$ cat src/rtl/mem_port_arbiter.sv
// Single-port memory arbiter for the IF and MEM stages: data accesses win over fetches,
// each grant is held until mem_ack_i, and completions come back as registered one-cycle pulses.
// Define MEM_ARB_PERF_EN to add the saturating perf_conflict_o / perf_if_wait_o counters.
module mem_port_arbiter #(
  parameter int ADDR_W = 32,
  parameter int DATA_W = 32
`ifdef MEM_ARB_PERF_EN
  ,
  parameter int CNT_W  = 16
`endif
) (
  input  logic              clk,
  input  logic              rst_n,
  input  logic              if_req_i,
  input  logic [ADDR_W-1:0] if_addr_i,
  input  logic              if_flush_i,
  output logic [DATA_W-1:0] if_rdata_o,
  output logic              if_ready_o,
  input  logic              dm_read_i,
  input  logic              dm_write_i,
  input  logic [ADDR_W-1:0] dm_addr_i,
  input  logic [DATA_W-1:0] dm_wdata_i,
  output logic [DATA_W-1:0] dm_rdata_o,
  output logic              dm_ready_o,
  output logic              mem_en_o,
  output logic              mem_we_o,
  output logic [ADDR_W-1:0] mem_addr_o,
  output logic [DATA_W-1:0] mem_wdata_o,
  input  logic [DATA_W-1:0] mem_rdata_i,
  input  logic              mem_ack_i,
  output logic              stall_if_o,
  output logic              stall_mem_o
`ifdef MEM_ARB_PERF_EN
  ,
  output logic [CNT_W-1:0]  perf_conflict_o,
  output logic [CNT_W-1:0]  perf_if_wait_o
`endif
);

  typedef enum logic [1:0] {
    ST_IDLE  = 2'd0,
    ST_DATA  = 2'd1,
    ST_FETCH = 2'd2
  } state_e;

  state_e              state_q, state_d;
  logic                mem_en_q, mem_en_d;
  logic                mem_we_q;
  logic [ADDR_W-1:0]   mem_addr_q;
  logic [DATA_W-1:0]   mem_wdata_q;
  logic [DATA_W-1:0]   if_rdata_q;
  logic [DATA_W-1:0]   dm_rdata_q;
  logic                if_ready_q;
  logic                dm_ready_q;
  logic                kill_q;

  logic dm_req, dm_elig, if_elig;
  logic grant_data, grant_fetch;
  logic dm_done, if_done, if_deliver, dm_capture;

  // A requester whose ready pulse is high this cycle is still holding the old request.
  assign dm_req  = dm_read_i | dm_write_i;
  assign dm_elig = dm_req & ~dm_ready_q;
  assign if_elig = if_req_i & ~if_flush_i & ~if_ready_q;

  // NOTE: state and datapath registers use non-blocking assignments so every flop
  // samples pre-edge values regardless of process evaluation order.
  always_ff @(posedge clk or negedge rst_n) begin
    if (!rst_n) begin
      state_q <= ST_IDLE;
    end else begin
      state_q <= state_d;
    end
  end

  // NOTE: state_d gets a default before the case so no path leaves it unassigned,
  // which would otherwise infer a latch.
  always_comb begin
    state_d = state_q;
    case (state_q)
      ST_IDLE: begin
        if (dm_elig) begin
          state_d = ST_DATA;
        end else if (if_elig) begin
          state_d = ST_FETCH;
        end
      end
      ST_DATA: begin
        if (mem_ack_i) begin
          state_d = if_elig ? ST_FETCH : ST_IDLE;
        end
      end
      ST_FETCH: begin
        if (mem_ack_i) begin
          state_d = dm_elig ? ST_DATA : ST_IDLE;
        end
      end
      default: state_d = ST_IDLE;
    endcase
  end

  always_comb begin
    mem_en_d    = (state_d != ST_IDLE);
    grant_data  = (state_d == ST_DATA)  && (state_q != ST_DATA);
    grant_fetch = (state_d == ST_FETCH) && (state_q != ST_FETCH);
    dm_done     = (state_q == ST_DATA)  && mem_ack_i;
    if_done     = (state_q == ST_FETCH) && mem_ack_i;
    dm_capture  = dm_done && !mem_we_q;
    // A flush landing on the ack cycle still kills the fetch being returned.
    if_deliver  = if_done && !(kill_q || if_flush_i);
  end

  // NOTE: every datapath flop is reset; a late ack after reset must find clean
  // address/strobe state, and there is no storage array here to exempt.
  always_ff @(posedge clk or negedge rst_n) begin
    if (!rst_n) begin
      mem_en_q    <= 1'b0;
      mem_we_q    <= 1'b0;
      mem_addr_q  <= '0;
      mem_wdata_q <= '0;
      if_rdata_q  <= '0;
      dm_rdata_q  <= '0;
      if_ready_q  <= 1'b0;
      dm_ready_q  <= 1'b0;
      kill_q      <= 1'b0;
    end else begin
      mem_en_q   <= mem_en_d;
      if_ready_q <= if_deliver;
      dm_ready_q <= dm_done;
      if (grant_data) begin
        mem_addr_q  <= dm_addr_i;
        mem_wdata_q <= dm_wdata_i;
        mem_we_q    <= dm_write_i;
      end else if (grant_fetch) begin
        mem_addr_q  <= if_addr_i;
        mem_we_q    <= 1'b0;
      end
      if (dm_capture) begin
        dm_rdata_q <= mem_rdata_i;
      end
      if (if_deliver) begin
        if_rdata_q <= mem_rdata_i;
      end
      // The fetch in flight cannot be aborted, so a flush only marks its result as dead.
      if (if_done) begin
        kill_q <= 1'b0;
      end else if ((state_q == ST_FETCH) && if_flush_i) begin
        kill_q <= 1'b1;
      end
    end
  end

  assign mem_en_o    = mem_en_q;
  assign mem_we_o    = mem_we_q;
  assign mem_addr_o  = mem_addr_q;
  assign mem_wdata_o = mem_wdata_q;
  assign if_rdata_o  = if_rdata_q;
  assign dm_rdata_o  = dm_rdata_q;
  assign if_ready_o  = if_ready_q;
  assign dm_ready_o  = dm_ready_q;
  assign stall_if_o  = if_req_i & ~if_ready_q;
  assign stall_mem_o = dm_req & ~dm_ready_q;

`ifdef MEM_ARB_PERF_EN
  logic [CNT_W-1:0] perf_conflict_q;
  logic [CNT_W-1:0] perf_if_wait_q;
  logic             conflict_inc;

  assign conflict_inc = (state_q == ST_IDLE) & dm_elig & if_elig;

  always_ff @(posedge clk or negedge rst_n) begin
    if (!rst_n) begin
      perf_conflict_q <= '0;
      perf_if_wait_q  <= '0;
    end else begin
      if (conflict_inc && (perf_conflict_q != '1)) begin
        perf_conflict_q <= perf_conflict_q + CNT_W'(1);
      end
      if (stall_if_o && (perf_if_wait_q != '1)) begin
        perf_if_wait_q <= perf_if_wait_q + CNT_W'(1);
      end
    end
  end

  assign perf_conflict_o = perf_conflict_q;
  assign perf_if_wait_o  = perf_if_wait_q;
`endif

endmodule

$ cat config.mk
export PLATFORM = sky130hd
export DESIGN_NAME = mem_port_arbiter
export DESIGN_NICKNAME = d
export VERILOG_FILES = /design/src/rtl/mem_port_arbiter.sv
export SDC_FILE = /design/constraint.sdc
export NUM_CORES = 1
export LEC_CHECK = 0
export ABC_AREA = 1
export CAP_MARGIN = 20
export CORE_ASPECT_RATIO = 2
export CORE_MARGIN = 2
export CORE_UTILIZATION = 41
export CTS_BUF_LIST = sky130_fd_sc_hd__clkbuf_4 sky130_fd_sc_hd__clkbuf_8 sky130_fd_sc_hd__clkbuf_16
export DETAILED_ROUTE_END_ITERATION = 12
export GPL_TIMING_DRIVEN = 0
export MAX_ROUTING_LAYER = met4
export PLACE_DENSITY = 0.86
export SKIP_LAST_GASP = 1
export SYNTH_ARGS = -nofsm -noshare
export SYNTH_HDL_FRONTEND = slang
export SYNTH_SLANG_ARGS = --single-unit
$ cat constraint.sdc
create_clock -name clk -period 1.6 [get_ports clk]
set_input_delay 0.16 -clock clk [delete_from_list [all_inputs] [get_ports clk]]
set_output_delay 0.16 -clock clk [all_outputs]
set_load 0.02 [all_outputs]
### After elaboration in Yosys (flattened, before gate mapping)

Index checks and enable logic that the tools add are counted.

| word-level totals | value |
|---|---|
| bits in registers | 135 |
| bits of input ports | 135 |
| output and inout bits | 134 |
| logic and storage cells | 51 |

| operators by class | value |
|---|---|
| equal/unequal tests | 6 |
| mux-type cells | 13 |
| bitwise gates (word level) | 8 |
| reduce and logical (&&, ||, !) cells | 14 |

Operators with widths:

| operator | number |
|---|---|
| $mux 32 | 2 |
| $mux 2 | 5 |
| $logic_and 1x1->1 | 7 |
| $pmux 2 s3 | 1 |
| $reduce_bool 2->1 | 3 |
| $mux 1 | 5 |
| $and 1x1->1 | 4 |
| $eq 2x1->1 const B | 2 |
| $eq 2x2->1 const B | 2 |
| $not 1->1 | 3 |
| $logic_not 1->1 | 2 |
| $logic_not 2->1 | 1 |
| $ne 2x1->1 const B | 1 |
| $ne 2x2->1 const B | 1 |
| $logic_or 1x1->1 | 1 |
| $or 1x1->1 | 1 |

### Longest topological paths before layout

Gate-level depths: netlist (run 1).

| logic depth | value |
|---|---|
| depth after elaboration | 10 |
| mapped depth | 11 |
| mapped depth without buffers | 9 |

### Least setup slack after synthesis (run 1)

OpenSTA, ideal clock, no wires.

| path | value |
|---|---|
| kind | register to register |
| start | reg dm_ready_q (netlist: dm_ready_o) |
| end | reg mem_addr_q[12] (netlist: mem_addr_o[12]) |
| setup time | 0.117 ns |
| data arrival time | 1.389 ns |
| required time | 1.483 ns |
| slack | 0.094 ns |
| cell stages (with the launch flop) | 10 |
| path buffers | 1 |
| period minus slack after synthesis | 1.506 ns |
| path through | dfrtp_1 nor2_2 nor2_1 nand2_1 nand2_2 nand2_4 nand2_2 buf_2 nand2_1 nand2_1 |

| between the ends | value |
|---|---|
| elaborated cells on any way between the ends | 12 |
| those cells by class | eq/ne: 2; mux: 5; bitwise: 2; reduce/logical: 3 |

RTL lines:

| what | line | text |
|---|---|---|
| from (decl) | 54 | `logic dm_ready_q;` |
| from (signal assigned) | 129 | `dm_ready_q <= dm_done;` |
| $not 1->1 * | - |  |
| $and 1x1->1 * | - |  |
| named net stall_mem_o | 32 | `output logic stall_mem_o` |
| $mux 2 * | 82 | `if (dm_elig) begin` |
| $pmux 2 s3 * | 80 | `case (state_q)` |
| named net state_d[1] | 46 | `state_e state_q, state_d;` |
| $eq 2x1->1 or $eq 2x2->1 (tied branches) | 104, 105 |  |
| $logic_and 1x1->1, on equally long branches | 104, 105 |  |
| $mux 32 or $reduce_bool 2->1 (tied branches) | - |  |
| to (signal assigned) | 131 | `mem_addr_q <= dm_addr_i;` |
| to (signal assigned) | 135 | `mem_addr_q <= if_addr_i;` |
| to (decl) | 49 | `logic [ADDR_W-1:0] mem_addr_q;` |

Mark *: on every way through the listed nets, which the timed path passes. The rest lies on a longest branch.
A chain may end at the register's enable or synchronous reset.

### Final worst setup path (run 1)

| path | value |
|---|---|
| start | reg mem_wdata_q[8] (netlist: mem_wdata_o[8]) |
| end | out mem_wdata_o[8] |

RTL lines:

| what | line | text |
|---|---|---|
| from (decl) | 50 | `logic [DATA_W-1:0] mem_wdata_q;` |
| from (signal assigned) | 132 | `mem_wdata_q <= dm_wdata_i;` |
| to (decl) | 28 | `output logic [DATA_W-1:0] mem_wdata_o,` |

No word-level cell between the ends.

==> results.cfg, run 1 <==
[outcome]
outcome = finished clean

[setup_path]
cp_cell_sequence = clkdlybuf4s50_1
endpoint_kind = primary output
crit_family = buffers and inverters
crit_type = flip-flop to primary output
arrival_ns = 1.41
critPathRequiredTime_ns = 1.44
path_buf_inv = 1
worst_setup_path_start_kind = flip-flop
slowest_stage = clkdlybuf4s50_1
worstPathMaxFanout = 2
max_stage_delay_ns = 0.65
r2r_slack_ns = 0.08

[clock_network]
htreeDepth = 4
path_clk_slew_ns = 0.06
cts.sinks = 135
clk_latency_ns = 0.41
cts_root_buffer = clkbuf_16
cts_made_buffers = 17
cts_tree = done
clockBufferDepth = 2

[yosys]
synth-simple-area-share_pct = 26.9
ys_types = 20
synthMuxAreaShare_pct = 0
synth_compound_area_share_pct = 5.99
synth_fp_nets = 791
synth_top_family_by_area = simple AND/OR/NAND/NOR gates
yosysTopAreaCell = dfrtp_1
yosysTopAreaCellShare_pct = 60.8
synthAdderAreaFrac_pct = 0
synthTopCellsByArea = dfrtp_1 61%, nand2_1 22%, o21ai_0 5.0%
synth_area_um2 = 5560
yosysSeqAreaShare_pct = 60.8
yosysWarningCount = 0
synth_seq_cells = 135
synth.avg_cell_area_um2 = 8.47
synthXorXnorAreaFrac_pct = 0
syn_inst = 656

[route]
drtIter0Drc = 183
maxUsedRoutingLayer = met4
drt_first_pass_iters = 4
wl_met2_um = 9050
post_drt_wl_per_cell_um = 15.5
met3_length_um = 1010
vias = 5404
viasPerCell = 4.84
drc_errors = 0
ant_nets = 0
wl_um = 17300
wl_met1_um = 6300

[cells_and_area]
multiInputGateArea_um2 = 1840
seqCellArea_um2 = 3380
fillers = 1000
nNetsFinal = 1083
syn2layout_area_growth_pct = 64.3
drive_above_1_share_pct = 8.64
insertedDiodeCount = 0
final_common_cell = nand2_1
mostFrequentLayoutCells = 325 x nand2_1, 245 x clkdlybuf4s50_1, 134 x dfrtp_1

[floorplanning]
fp.dieH_um = 169
dieArea_um2 = 14600
design.core.area_um2 = 13400
rows = 60
initial_utilization_pct = 41.6
io_pins = 269
die_width_um = 86.3

[grt]
grt_pass1_vias = 5553
grt_max_degree = 71
grt_antenna_before_repair = 0
overflow = 0
grt_util_all_layers_pct = 24.9
grt_pass1_wl_um = 27300

[job]
drv_cap = 0

[power]
comb_power_share_pct = 48.3
netSwitchingFraction_pct = 39.7
power.total_mw = 18.4
p_seq_share_pct = 31.4
clkPwrFrac_pct = 20.3
power_leakage_nw = 4.74
net-switching-power_mw = 7.30
ir_worst_vdd_v = 0.00145
p_int_mw = 11.1
p_per_area_nw_per_um2 = 2010

[sta]
skew_ns = 0.0109
worst_pin_slew_ns = 0.665
grt_setup_unrepaired = true
fmax_mhz = 636
hold_viol = 0
relSlewSlack_pct = 55.7
slew_viol_final = 0
setup_tns_ns = 0
fin_crit_sh_pct = 98.2
holdWs_ns = 0.277
setup-violations-final = 0
period_needed_ns = 1.57

[min_path]
worstHoldPathType = input port to flip-flop

[placement]
hpwl_um = 13100
port_buffers = 268
gp_congestion = 0.866
==> per-stage QoR <==
stage               util (%)  instance area, um^2  cells  setup WS [ns]
finish                  68.3                 9130   1116         0.0288
global route            68.3                 9130   1116        -0.0839
CTS                     67.6                 9030   1113        0.00150
detailed placement      63.3                 8460   1080         -0.332
global placement        63.1                 8430   1079          -4.93
floorplan                  -                 5560    656         0.0939
==> final timing paths <==
check | start | endpoint | cells after the start
min | dm_wdata_i[8] | mem_wdata_o[8]$_DFFE_PN0P_ | 3
max in group asynchronous | rst_n | mem_wdata_o[21]$_DFFE_PN0P_ | 3
min reg2reg | kill_q$_DFFE_PN0P_ | if_ready_o$_DFF_PN0_ | 1
max reg2reg | state_q[1]$_DFF_PN0_ | mem_addr_o[28]$_DFFE_PN0P_ | 11
min in group asynchronous | rst_n | mem_addr_o[8]$_DFFE_PN0P_ | 2
max | mem_wdata_o[8]$_DFFE_PN0P_ | mem_wdata_o[8] | 1
==> cell families (layout without fill, tap and decap cells) <==
family / Yosys count / after routing
buf+inv: 77 / 381
simple gates: 378 / 379
flops: 135 / 135
compound gates: 66 / 66
==> cell usage after synthesis <==
library cell / instances
a211oi_1: 1
buf_1: 1
buf_2: 18
buf_4: 4
buf_6: 3
clkbuf_1: 10
dfrtp_1: 135
inv_1: 38
inv_2: 3
nand2_1: 324
nand2_2: 3
nand2_4: 1
nand3_1: 36
nor2_1: 9
nor2_2: 2
nor3_2: 1
o21ai_0: 56
o21ai_1: 9
or2_1: 1
or2_2: 1
==> layer usage <==
layer,global-route usage (%),up-vias
li1,-,2614
met1,25.7,2495
met2,42.7,230
met3,5.95,65
met4,13.9,0
met5,-,-
==> sequential cells by signal (all words and copies together), names as in the netlist <==
name / cells
dm_rdata_o: 32
if_rdata_o: 32
mem_addr_o: 32
mem_wdata_o: 32
state_q: 2
dm_ready_o: 1
if_ready_o: 1
kill_q: 1
mem_en_o: 1
mem_we_o: 1
==> power groups by stage <==
stage	Sequential [mW]	Clock (mW)	Combinational, mW
detailed placement	5.78	0	8.86
CTS	5.76	3.80	8.88
global route	5.94	3.97	9.57
finish	5.77	3.73	8.87
global placement	5.75	0	8.70
floorplan	7.54	0	2.68
==> area by class of cell <==
type | count | area share, %
Inverter | 41 | 1.69
Clock buffer | 18 | 4.81
Buffer | 36 | 2.39
Sequential cell | 135 | 37.0
Tap cell | 155 | 2.12
Timing Repair Buffer | 272 | 30.5
Multi-Input combinational cell | 445 | 20.2
Clock inverter | 14 | 1.36
==> repair_timing <==
| item | 4_1_cts | 5_1_grt |
|---|---|---|
| endpoints found under the setup margin | 11 | 117 |
| hold buffers | 1 | 0 |
| gates resized for setup | 5 | 53 |
| pin swaps | 0 | 1 |
| endpoints found under the hold margin | 69 | 0 |
| cloned | 0 | 1 |
| setup buffers | 0 | 2 |
Note: power is estimated with default switching activity, not from simulation.
==> inputs of run 2 (changes only) <==
--- a/config.mk
+++ b/config.mk
@@ -6,6 +6,7 @@
 export NUM_CORES = 1
 export LEC_CHECK = 0
 export ABC_AREA = 1
+export ABC_CLOCK_PERIOD_IN_PS = 1600
 export CAP_MARGIN = 20
 export CORE_ASPECT_RATIO = 2
 export CORE_MARGIN = 2
==> results of run 2 <==
No change in the layout: final DEF, timing and power equal those of run 1.
==> inputs of run 3 (changes only) <==
--- a/config.mk
+++ b/config.mk
@@ -10,12 +10,13 @@
 export CAP_MARGIN = 20
 export CORE_ASPECT_RATIO = 2
 export CORE_MARGIN = 2
-export CORE_UTILIZATION = 41
+export CORE_UTILIZATION = 45
 export CTS_BUF_LIST = sky130_fd_sc_hd__clkbuf_4 sky130_fd_sc_hd__clkbuf_8 sky130_fd_sc_hd__clkbuf_16
 export DETAILED_ROUTE_END_ITERATION = 12
+export DONT_BUFFER_PORTS = 1
 export GPL_TIMING_DRIVEN = 0
 export MAX_ROUTING_LAYER = met4
-export PLACE_DENSITY = 0.86
+export PLACE_DENSITY = 0.65
 export SKIP_LAST_GASP = 1
 export SYNTH_ARGS = -nofsm -noshare
 export SYNTH_HDL_FRONTEND = slang
==> results.cfg, run 3 (synthesis results as in run 1) <==
[power]
netSwitchingFraction_pct = 44.1
p_int_mw = 8.86
net-switching-power_mw = 7.00
ir_worst_vdd_v = 0.00108
comb_power_share_pct = 27.1
power_leakage_nw = 4.04
p_per_area_nw_per_um2 = 2030
p_seq_share_pct = 50.4
clkPwrFrac_pct = 22.4

[setup_path]
r2r_end = mem_addr_o[21]$_DFFE_PN0P_
path_common_cell = nand2_1
cp_cell_sequence = nor2_4 > nand2_4 > inv_4 > clkbuf_16 > clkbuf_16 > nand2_1 > nand2_1 > nand2_1 > nand2_1
worst_setup_path_start_kind = flip-flop
timing.rr.start = dm_ready_o$_DFF_PN0_
worstPathMaxFanout = 8
arrival_ns = 1.96
max_stage_delay_ns = 0.47
r2r_slack_ns = -0.03
endpoint_kind = flip-flop
rr_worst_depth = 9
slowest_stage = dfrtp_2
crit_type = flip-flop to flip-flop
critPathRequiredTime_ns = 1.93

[clock_network]
htreeDepth = 4
cts_tree = done
clk_latency_ns = 0.40
clockBufferDepth = 2
cts_root_buffer = clkbuf_16
cts.sinks = 135
path_clk_slew_ns = 0.06
cts_made_buffers = 17
hold_buffers = 129

[route]
viasPerCell = 5.24
ant_nets = 0
drtIter0Drc = 204
drt_first_pass_iters = 4
post_drt_wl_per_cell_um = 17.7
drc_errors = 0
vias = 5086
wl_um = 17200

[outcome]
violations = negative hold slack, negative setup slack
outcome = finished with violations

[cells_and_area]
multiInputGateArea_um2 = 1870
syn2layout_area_growth_pct = 40.3
insertedDiodeCount = 0
drive_above_1_share_pct = 11.5
nNetsFinal = 948
seqCellArea_um2 = 3380
stdcell_count = 971
mostFrequentLayoutCells = 318 x nand2_1, 133 x dfrtp_1, 129 x dlygate4sd3_1
final_common_cell = nand2_1
fillers = 939
final_area_um2 = 7790

[placement]
place_area_um2 = 5740
gp_congestion = 0.823
hpwl_um = 11100
placedCellCount = 803
port_buffers = 0

[grt]
grt_pass1_wl_um = 25200
grt_pass1_vias = 5281
grt_util_all_layers_pct = 25.7
grt_antenna_before_repair = 0
grt_max_degree = 136
overflow = 0

[sta]
period_needed_ns = 1.63
skew_ns = 0.00858
grt_setup_unrepaired = true
worst_pin_slew_ns = 0.482
fmax_mhz = 615
holdWs_ns = -0.550
fin_crit_sh_pct = 102
relSlewSlack_pct = 67.8
slew_viol_final = 0
timing.final.ws_setup_ns = -0.0270
setup-violations-final = 2
hold_viol = 135
setup_tns_ns = -0.0271

[floorplanning]
dieArea_um2 = 13300
io_pins = 269
die_width_um = 82.6
design.core.area_um2 = 12100
rows = 57
initial_utilization_pct = 45.8
fp.dieH_um = 161

[min_path]
worstHoldPathType = input port to asynchronous set/reset pin

[job]
drv_cap = 0
==> run 3: cell count changes in the layout (fill, tap and decap cells not counted), sizes merged, moves of 2 or more <==
cell,delta
clkbuf,+3
dlygate4sd2,-3
clkdlybuf4s50,-245
buf,+2
dlymetal6s2s,-19
dlygate4sd3,+128
clkinv,+2
inv,-3
==> run 3: through the flow <==
| stage | power (mW) | worst slack (ns) | util (%) | hold slack [ns] |
|---|---|---|---|---|
| 4_1_cts | 15.4 | 0.00838 | 62.7 | -0.571 |
| 3_5_place_dp | 11.5 | -0.194 | 47.3 | -0.133 |
| 3_3_place_gp | 11.3 | -0.166 | 47.3 | -0.133 |
| 6_report | 15.9 | -0.0270 | 64.3 | -0.550 |
| 5_1_grt | 16.8 | -0.0840 | 64.3 | -0.575 |
| 2_1_floorplan | 10.2 | 0.0939 | - | -0.136 |
==> run 3: critical path: cells and delay by family, from the launching register on <==
family | cells | cell delay (ns)
DFF | 1 | 0.47
buffers and inverters | 3 | 0.40
and+or+nand+nor | 6 | 0.68
==> run 3: repair_timing <==
action,4_1_cts,5_1_grt
gates cloned,0,2
endpoints found under the setup margin,69,126
hold endpoints to repair,267,135
resized for setup,12,59
buffers inserted,0,7
pin swaps,2,6
==> run 3: cell type report <==
| class | instances | share of cell area [%] |
|---|---|---|
| sequential | 135 | 43.4 |
| multi-input combinational | 444 | 24.0 |
| timing repair buffer | 138 | 17.9 |
| clock buffer | 18 | 5.55 |
| buffer | 36 | 3.47 |
| tap | 147 | 2.36 |
| inverter | 41 | 2.01 |
| clock inverter | 12 | 1.38 |
==> run 3: worst max-delay path by stage <==
| stage | cells after the start | slack (ns) | endpoint | startpoint |
|---|---|---|---|---|
| 6_report | 9 | -0.03 | mem_addr_o[21]$_DFFE_PN0P_ | dm_ready_o$_DFF_PN0_ |
| 5_1_grt | 9 | -0.08 | mem_addr_o[21]$_DFFE_PN0P_ | dm_ready_o$_DFF_PN0_ |
| 4_1_cts | 9 | 0.008 | mem_addr_o[16]$_DFFE_PN0P_ | dm_ready_o$_DFF_PN0_ |
| 3_5_place_dp | 7 | -0.19 | mem_wdata_o[9]$_DFFE_PN0P_ | dm_ready_o$_DFF_PN0_ |
| 3_3_place_gp | 9 | -0.17 | mem_addr_o[16]$_DFFE_PN0P_ | dm_ready_o$_DFF_PN0_ |
| 2_1_floorplan | 9 | 0.09 | mem_addr_o[12]$_DFFE_PN0P_ | dm_ready_o$_DFF_PN0_ |
==> run 3: power by group through the flow <==
stage	registers [mW]	clock network, mW	logic, mW
6_report	8.00	3.56	4.30
5_1_grt	8.15	3.80	4.81
2_1_floorplan	7.54	0	2.68
3_5_place_dp	8.00	0	3.47
3_3_place_gp	7.97	0	3.29
4_1_cts	7.98	3.65	3.81
==> run 3: routing by layer <==
metal | part of all wire, % | GRT usage, %
met5 | 0 | -
met4 | 4.3 | 14.2
met3 | 7.8 | 7.32
met2 | 53 | 44.2
met1 | 35 | 24.9
